===== config.mk =====
export PLATFORM = sky130hd
export DESIGN_NAME = div_iter
export DESIGN_NICKNAME = d
export VERILOG_FILES = /design/src/rtl/div_iter.sv
export SDC_FILE = /design/constraint.sdc
export NUM_CORES = 1
export LEC_CHECK = 0
export ABC_AREA = 1
export BUFFER_PORTS_ARGS = -buffer_cell sky130_fd_sc_hd__clkbuf_2
export CORE_ASPECT_RATIO = 0.5
export CORE_MARGIN = 3
export CORE_UTILIZATION = 61
export CTS_CLUSTER_DIAMETER = 40
export DETAILED_ROUTE_END_ITERATION = 8
export HOLD_SLACK_MARGIN = 0.15
export MAX_ROUTING_LAYER = met4
export PLACE_DENSITY = 0.92
export SLEW_MARGIN = 20
export SYNTH_ARGS = -nofsm -noshare
export SYNTH_HDL_FRONTEND = slang
export SYNTH_SLANG_ARGS = --single-unit
export TNS_END_PERCENT = 5

===== constraint.sdc =====
create_clock -name clk -period 4.8 [get_ports clk]
set_input_delay 0.48 -clock clk [delete_from_list [all_inputs] [get_ports clk]]
set_output_delay 0.48 -clock clk [all_outputs]
set_load 0.02 [all_outputs]

===== src/rtl/div_iter.sv =====
// div_iter: iterative radix-2 restoring divider (DIV/DIVU) with valid/ready handshakes and flush cancel
module div_iter #(
  parameter int WIDTH = 32
) (
  input  logic             clk,
  input  logic             reset,
  input  logic             cancel,
  input  logic             in_valid,
  output logic             in_ready,
  input  logic             div_signed,
  input  logic [WIDTH-1:0] x,
  input  logic [WIDTH-1:0] y,
  output logic             out_valid,
  input  logic             out_ready,
  output logic [WIDTH-1:0] s,
  output logic [WIDTH-1:0] r
);
  localparam int CW = $clog2(WIDTH);
  typedef enum logic [1:0] {IDLE, BUSY, DONE} state_t;
  state_t             state, state_next;
  logic [2*WIDTH-1:0] a, a_next;
  logic [WIDTH-1:0]   ym, xmag, ymag, q, rem;
  logic [WIDTH:0]     diff;
  logic [CW-1:0]      cnt;
  logic               neg_s, neg_r, y_zero, accept, last;

  assign in_ready  = state == IDLE && !reset;
  assign out_valid = state == DONE;
  assign accept    = in_valid && in_ready && !cancel;
  assign last      = state == BUSY && cnt == CW'(WIDTH - 1);
  assign xmag      = (x[WIDTH-1] && div_signed) ? -x : x;
  assign ymag      = (y[WIDTH-1] && div_signed) ? -y : y;
  // trial subtract uses the bit shifted out of A so partial remainders up to 2*|y| fit
  assign diff      = a[2*WIDTH-1:WIDTH-1] - {1'b0, ym};
  assign a_next    = diff[WIDTH] ? {a[2*WIDTH-2:0], 1'b0} : {diff[WIDTH-1:0], a[WIDTH-2:0], 1'b1};
  assign q         = a_next[WIDTH-1:0];
  assign rem       = a_next[2*WIDTH-1:WIDTH];

  always_comb begin
    state_next = cancel ? IDLE :
                 accept ? BUSY :
                 last ? DONE :
                 (state == DONE && out_ready) ? IDLE : state;
  end

  always_ff @(posedge clk) begin
    if (reset) state <= IDLE;
    else state <= state_next;
  end

  always_ff @(posedge clk) begin
    if (reset) begin
      a      <= '0;
      ym     <= '0;
      cnt    <= '0;
      neg_s  <= 1'b0;
      neg_r  <= 1'b0;
      y_zero <= 1'b0;
      s      <= '0;
      r      <= '0;
    end else begin
      if (accept) begin
        a      <= {{WIDTH{1'b0}}, xmag};
        ym     <= ymag;
        cnt    <= '0;
        neg_s  <= div_signed && (x[WIDTH-1] ^ y[WIDTH-1]);
        neg_r  <= div_signed && x[WIDTH-1];
        y_zero <= y == '0;
      end else if (state == BUSY && !cancel) begin
        a   <= a_next;
        cnt <= cnt + 1'b1;
      end
      // a zero divisor yields |x| as remainder, so only the quotient needs forcing
      if (last && !cancel) begin
        s <= y_zero ? '1 : neg_s ? -q : q;
        r <= neg_r ? -rem : rem;
      end
    end
  end
endmodule


==> out/metrics.cfg <==
[worst_setup_path]
worstSetupEndpoint = s[30]
crit_fanout = 6
r2r_cells = 28
critical_path_class = reg2reg
startpoint = a[31]
critPathLaunchType = flop
cp_top_family = simple AND/OR/NAND/NOR gates
r2r_end = s[30]
slowest_stage = fa_1
timing.critical_path.buf_inv = 4
cp.arrival_ns = 4.49
crit_path_end_kind = flop
reg2reg_slack_ns = 0.65
slowest_delay_ns = 0.42
crit_cells = 28
required_ns = 5.14
r2r-start = a[31]

[die]
die_w_microns = 211.9
ioPinCount = 136
std_cell_rows = 36
initial_core_util_pct = 64.19
dieArea_sq_um = 23080
die_h_microns = 108.9
core_sq_um = 20130

[synth]
synth_area_per_cell_sq_um = 6.068
synth-seq-cells = 170
yosysSeqAreaShare_pct = 26.33
synth.net_count = 2239
yosysTopAreaCell = dfxtp_1
syn_area_sq_um = 12920
syn_inst = 2130
synth_common_cells = nand2_1, inv_1, nor2_1
synth_cell_types = 52
yosysTopAreaCellShare_pct = 26.33
async_reset_ff_share_pct = 0
ys_warn_count = 0
synth_flop_cell = dfxtp_1
synth.most_common_cell = nand2_1
netlist_top_cells_area = dfxtp_1, nand2_1, inv_1
synth_edf_count = 0

[sta]
drv_slew = 0
worst_hold_slack_ns = 0.3127
worst_pin_slew_ns = 1.038
tns_ns = 0
fmax_mhz = 240.9
setup_viol = 0
worst_slew_margin_rel_pct = 30.39
rsz0062_at_grt = false
hold_violations = 0
finalCriticalPeriod_ns = 4.152
fin_skew_ns = 0.009879
period_share_pct = 86.49

[routing]
drt_iter0_drc = 1570
route.detailed.drc = 0
vias = 14160
firstDrtPassIters = 6
ant_nets = 0
viasPerCell = 5.665
postRouteWirelength_mm = 41.25
wl_per_cell_microns = 16.50

[power]
peakVddDrop_mv = 0.2629
p_sw_w = 0.001500
leakagePower_nw = 7.752
p_comb_share_pct = 30.3
total_power_w = 0.004012
switching_share_pct = 37.38
clkPwrFrac_pct = 32.7
power.density_nw_per_um2 = 282.1
power.internal_w = 0.002512
seqPwrFrac_pct = 37.0

[clock_tree]
htree_levels = 4
cts_hold_buf = 0
cts_buffer_depth = 2
cts_root_buffer = clkbuf_16
postCtsSetupRepairBufs = 0
numCtsBuffers = 17
cts_tree = done
clock-sinks = 170
cts_resized = 0
clkTransAtPathRegs_ns = 0.07
clk_latency_ns = 0.45

[final_layout]
syn2layout_area_growth_pct = 10.04
multi_input_area_sq_um = 7780
insertedDiodeCount = 0
fillers = 1756
drive_gt1_share_pct = 12.40
seq_area_sq_um = 3403
final_nets = 2331

[global_route]
met1_usage_pct = 46.84
met3_usage_pct = 8.192
antenna_found_initial = 0
grt_max_degree = 94
grt_busiest_layer = met2
grt_pass1_vias = 13100
track_usage_pct = 37.24
grt_pass1_wl_mm = 65.95
grt-ovfl-total = 0
met2_usage_pct = 58.83

[placed_design]
gp_congestion = 1.005
hpwl_mm = 30.82
port_buffers = 135

[min_path]
hp-class = in2reg

[job]
cap_violations = 0

[run_status]
status = finished, final reports clean

-- sequential cells by signal, indices dropped and copies added, names as in the netlist --
register and flops:
a 64, r 32, s 32, ym 32
cnt 5, state 2, neg_r 1, neg_s 1
y_zero 1
-- placed cells by master, fill, tap and decap left out, drive strengths merged, types with 4 or more instances in the layout --
cell type  instances
or2                4
clkbuf           156
buf               12
nor2             235
o21ai            170
inv              374
a21oi             87
nand2            618
a31oi             15
nand4             18
nand3            116
dfxtp            170
o21bai             8
o211ai            20
o221ai            18
xnor2             21
a21boi            13
nand3b             7
clkinv             8
nor3              24
ha                38
o22ai             19
xor2              61
-- cells by family (layout without fill, tap and decap cells) --
group / Yosys count / count (layout) / share of synthesized area [%]
xor+xnor: 82 / 82 / 5.557
compound gates: 362 / 362 / 16.23
fa+ha+maj: 39 / 39 / 3.834
simple gates: 1029 / 1029 / 34.43
buf+inv: 448 / 552 / 13.61
flops: 170 / 170 / 26.33
-- worst min-delay path, cell delays in order --
cell and delay [ns]:
clkbuf_2 0.08, nand2_1 0.04, nand2_1 0.06, a21oi_1 0.05
-- routing by layer --
| layer | vias to the layer above | part of all wire, % |
|---|---|---|
| met1 | 6395 | 41 |
| met5 | - | 0 |
| met4 | 0 | 3.5 |
| met2 | 752 | 44 |
| li1 | 6897 | - |
| met3 | 118 | 11 |
-- power by group through the flow --
stage	registers, W	logic (W)	clock network, W
final	0.00149	0.00122	0.00131
after global routing	0.00149	0.00135	0.00135
after CTS	0.00148	0.00118	0.00130
after detailed placement	0.00152	0.00117	0
after global placement	0.00151	0.00115	0
after floorplan	0.00150	0.000887	0
-- worst min-delay path by stage --
stage                    end       from  depth (start not counted)
floorplan             y_zero     y_zero                          2
global placement      cnt[3]     cnt[3]                          2
detailed placement    cnt[3]     cnt[3]                          2
CTS                 state[1]  out_ready                          4
global route           a[30]      x[30]                          3
finish              state[1]  out_ready                          4
-- final cells by class --
class	count	share of cell area, %
multi-input cells	1512	54.70
flip-flops and latches	170	23.93
inverters	374	9.888
repair buffers	147	5.384
clock buffers	21	3.167
well taps	266	2.340
clock inverters	10	0.5894
-- per-stage QoR --
stage               area (sq um)  util [%]  setup slack [ns]  cells
global route               14220     70.64           0.05395   2500
floorplan                  12920         -            0.9610   2130
CTS                        14220     70.64            0.7161   2500
detailed placement         13690     67.98            0.7663   2469
finish                     14220     70.64            0.6483   2500
global placement           13690     67.98            0.8872   2469
(Power assumes the default switching activity.)
